[src/rtl/stream_mux_rr.sv]
// N-channel registered stream multiplexer with valid/ready on every port.
// Picks a channel either explicitly by sel or by round-robin from a rotating pointer.
module stream_mux_rr #(
  parameter int N_CH  = 4,
  parameter int WIDTH = 8,
  parameter int MODE  = 1,
  localparam int CH_W = $clog2(N_CH)
) (
  input  logic                    clk,
  input  logic                    rst,
  input  logic [N_CH-1:0]         in_valid,
  output logic [N_CH-1:0]         in_ready,
  input  logic [N_CH*WIDTH-1:0]   in_data,
  input  logic [CH_W-1:0]         sel,
  output logic                    out_valid,
  input  logic                    out_ready,
  output logic [WIDTH-1:0]        out_data,
  output logic [CH_W-1:0]         out_ch
);

  logic [CH_W-1:0]  ptr;
  logic [CH_W-1:0]  grant;
  logic [WIDTH-1:0] grant_data;
  logic             found;
  logic             load;

  function automatic int wrap_idx(input int base, input int off);
    int sum;
    sum = base + off;
    if (sum >= N_CH) sum = sum - N_CH;
    return sum;
  endfunction

  assign load = !out_valid || out_ready;

  // Round-robin scans from the highest offset down so the nearest valid channel to ptr wins.
  always_comb begin
    found      = 1'b0;
    grant      = '0;
    grant_data = '0;
    if (MODE == 0) begin
      for (int i = 0; i < N_CH; i++) begin
        if (sel == CH_W'(i) && in_valid[i]) begin
          found = 1'b1;
          grant = CH_W'(i);
        end
      end
    end else begin
      for (int k = N_CH - 1; k >= 0; k--) begin
        if (in_valid[wrap_idx(int'(ptr), k)]) begin
          found = 1'b1;
          grant = CH_W'(wrap_idx(int'(ptr), k));
        end
      end
    end
    for (int i = 0; i < N_CH; i++) begin
      if (grant == CH_W'(i)) grant_data = in_data[i*WIDTH +: WIDTH];
    end
  end

  always_comb begin
    in_ready = '0;
    for (int i = 0; i < N_CH; i++) begin
      in_ready[i] = !rst && load && found && (grant == CH_W'(i));
    end
  end

  always_ff @(posedge clk) begin
    if (rst) begin
      out_valid <= 1'b0;
      out_data  <= '0;
      out_ch    <= '0;
      ptr       <= '0;
    end else if (load) begin
      if (found) begin
        out_valid <= 1'b1;
        out_data  <= grant_data;
        out_ch    <= grant;
        ptr       <= (grant == CH_W'(N_CH - 1)) ? '0 : grant + CH_W'(1);
      end else begin
        out_valid <= 1'b0;
      end
    end
  end

endmodule

[config.mk]
export PLATFORM = sky130hd
export DESIGN_NAME = stream_mux_rr
export DESIGN_NICKNAME = d
export VERILOG_FILES = /design/src/rtl/stream_mux_rr.sv
export SDC_FILE = /design/constraint.sdc
export NUM_CORES = 1
export LEC_CHECK = 0
export BUFFER_PORTS_ARGS = -buffer_cell sky130_fd_sc_hd__buf_2
export CAP_MARGIN = 5
export CELL_PAD_IN_SITES_DETAIL_PLACEMENT = 0
export CELL_PAD_IN_SITES_GLOBAL_PLACEMENT = 1
export CORE_MARGIN = 3
export CORE_UTILIZATION = 31
export DETAILED_ROUTE_END_ITERATION = 8
export HOLD_SLACK_MARGIN = 0.05
export PLACE_DENSITY = 0.85
export SETUP_SLACK_MARGIN = 0.3
export SLEW_MARGIN = 20
export SYNTH_ARGS = -nofsm -noshare
export SYNTH_HDL_FRONTEND = slang
export SYNTH_SLANG_ARGS = --single-unit
[constraint.sdc]
create_clock -name clk -period 5.65 [get_ports clk]
set_clock_uncertainty 0.15 [all_clocks]
set_input_delay 1.13 -clock clk [delete_from_list [all_inputs] [get_ports clk]]
set_output_delay 1.13 -clock clk [all_outputs]
set_load 0.02 [all_outputs]
==> flow_summary_export.csv <==
group,metric,value,unit
run_status,outcome,"complete, no violations",
synth,synthArstFlopShare,0,%
timing,final.period_utilization,71.5,%
synth,dominantRegCellSynth,"dfxtp_1",
flow_run,maxCapViolCount,0,
setup_path,max_stage_delay,590,ps
clocking,cts_resized,0,
setup_path,critPathKind,"input port to output port",
setup_path,path_cells,"buf_2 -> mux2i_1 -> nor2_1 -> nor3_1 -> ha_1 -> and2_1 -> buf_2",
clocking,clockBufferDepth,2,
finish,nFillCells,304,
finish,drive_gt1_share,39.4,%
synth,synth.most_common_cell,"a21oi_1",
grt,antenna_found_initial,0,
placed_design,pre_cts_slack,1600,ps
setup_path,crit_fanout,17,
synth,avgSynthCellArea,7.86,µm²
grt,grt_pass1_vias,960,
clocking,clock_sinks,13,
pwr,power.switching,0.000120,W
detailed_routing,drt-initial-drc-count,40,
synth,syn_area,912,µm²
timing,whs,326,ps
timing,hold_viol,0,
pwr,intPower,0.000192,W
detailed_routing,routed_wl,2560,µm
clocking,cts_buffers,3,
detailed_routing,postRouteAntennaNets,0,
timing,fin_tns_setup,0,ps
grt,grt_max_degree,18,
synth,synth_cell_type_count,25,
setup_path,crit_top_cell,"buf_2",
finish,multiInputGateArea,569,µm²
pwr,power_density,259,mW/mm²
die,core_area,0.00278,mm²
synth,yosysTopAreaCell,"dfxtp_1",
hold_path,min_path_type,"register to register",
clocking,clk_latency,270,ps
detailed_routing,vias,1011,
grt,grt_pass1_wl,4020,µm
placed_design,dp_hpwl,2010,µm
timing,fin_ws,1610,ps
clocking,cts_hold_buffers,0,
timing,fmax,247,MHz
detailed_routing,wl_per_cell,13.1,µm
setup_path,startpoint_type,"input port",
synth,synth-seq-cells,13,
synth,ys_seq_area_share,28.5,%
setup_path,slowest_stage,"ha_1",
clocking,root_buffer,"clkbuf_4",
pwr,vdd_drop_max,0.192,mV
pwr,switching_share,38.5,%
die,die_w,60.2,µm
grt,track_usage,14.4,%
synth,synthesis.nets,161,
setup_path,worstPathRequired,4370,ps
clocking,clkTransAtPathRegs,80,ps
synth,synth_edf_count,0,
synth,synth.top_cell.area_share,28.5,%
pwr,pwr-share-comb,45.1,%
detailed_routing,firstDrtPassIters,5,
setup_path,setup.worst_path.end_class,"output port",
timing,setup_violations,0,
timing,period_minus_slack,4040,ps
grt,grt-ovfl-total,0,
clocking,cts_tree,"done",
setup_path,worstPathArrival,2760,ps
clocking,post_cts_buffers,0,
finish,seq_area,260,µm²
pwr,leakagePower,0.586,nW
die,die_h,60.2,µm
timing,tightest_slew,760,ps
finish,utilization,43.3,%
placed_design,dp_cells,192,
synth,yosysWarnings,0,
clocking,cts-htree-levels,1,
timing,rsz0062_at_grt,"no",
setup_path,rrSetupSlack,3120,ps
die,start_util,32.8,%
pwr,power_frac_seq,36.0,%
finish,stdcell_count,196,
synth,yosys-top-cells-count,"a21oi_1, dfxtp_1, inv_1",
finish,nets,211,
placed_design,gp_congestion,0.821,
die,fp-row-count,19,
detailed_routing,drc,0,
die,ios,56,
placed_design,io_buffers,53,
timing,relSlewSlack,49.3,%
finish,insertedDiodeCount,0,
detailed_routing,viasPerCell,5.16,
die,die_area,0.00363,mm²
timing,slew_violations,0,
finish,area_delta_synth_final,32.1,%
synth,synth_area_leaders,"dfxtp_1, a21oi_1, a221oi_1, nand3b_1, a211oi_1",
synth,syn-instance-count,116,
pwr,p_clk_share,19.0,%
per-layer routing:
layer / global-route usage, % / wire (µm)
met2: 27.6 / 1290
met3: 4.10 / 191
met5: 0 / 0
met1: 16.2 / 1080
met4: 0.949 / 0
flip-flops by register name (all words and copies together) (netlist names):
register / flops
out_ch: 2
out_data: 8
out_valid: 1
ptr: 2
area by class of cell:
type                       count  area share, %
tap                           31           3.22
clock buffer                   4           2.18
sequential                    13           21.6
inverter                      12           3.74
timing repair buffer          53           22.0
multi-input combinational     83           47.2
worst max-delay path: cells and delay by family:
| family | cells | cell delay (ps) |
|---|---|---|
| AND/OR/NAND/NOR | 3 | 610 |
| adder cells (fa/ha/maj) | 1 | 590 |
| buffers and inverters | 2 | 290 |
| multiplexers | 1 | 130 |
power by group through the flow:
stage                     clock network (W)  logic [W]  registers, W
after global routing              0.0000667   0.000156      0.000114
final                             0.0000590   0.000140      0.000112
after global placement                    0   0.000139      0.000114
after floorplan                           0  0.0000860      0.000127
after CTS                         0.0000626   0.000142      0.000112
after detailed placement                  0   0.000142      0.000115
cell usage in the layout, fill, tap and decap left out, types with 3 or more instances in the layout:
| cell type | netlist | routed |
|---|---|---|
| nor3_2 | 5 | 5 |
| a21oi_1 | 15 | 15 |
| a221oi_1 | 8 | 8 |
| buf_2 | 3 | 53 |
| nor3_1 | 4 | 4 |
| dfxtp_1 | 13 | 13 |
| inv_1 | 12 | 12 |
| nand2_1 | 5 | 5 |
| a211oi_1 | 8 | 8 |
| nand3b_1 | 9 | 9 |
| clkbuf_4 | 0 | 3 |
| nor2_1 | 11 | 11 |
| ha_1 | 4 | 4 |
| and2_1 | 5 | 5 |
per-stage QoR:
stage / total power (W) / area (µm²)
4_1_cts: 0.000317 / 1200
5_1_grt: 0.000337 / 1200
2_1_floorplan: 0.000213 / 912
3_3_place_gp: 0.000253 / 1180
6_report: 0.000312 / 1200
3_5_place_dp: 0.000256 / 1180
worst paths after layout:
| path | startpoint | end | depth (start not counted) |
|---|---|---|---|
| worst max register to register | ptr[1]$_SDFFE_PP0P_ | out_data[2]$_SDFFE_PP0P_ | 8 |
| worst min-delay path | out_ch[0]$_SDFFE_PP0P_ | out_ch[0]$_SDFFE_PP0P_ | 2 |
| worst min register to register | out_ch[0]$_SDFFE_PP0P_ | out_ch[0]$_SDFFE_PP0P_ | 2 |
| worst max-delay path | in_valid[0] | in_ready[3] | 7 |
logic make-up (layout without fill, tap and decap cells):
logic type	after synthesis	in the layout	share of synthesized area, %
AND/OR/NAND/NOR	42	42	28.4
AO/OA/AOI/OAI	36	36	27.4
buffers and inverters	20	69	9.05
flip-flops	13	13	28.5
adder cells (fa/ha/maj)	4	4	5.49
multiplexers	1	1	1.10
Note: power is estimated with default switching activity, not from simulation.
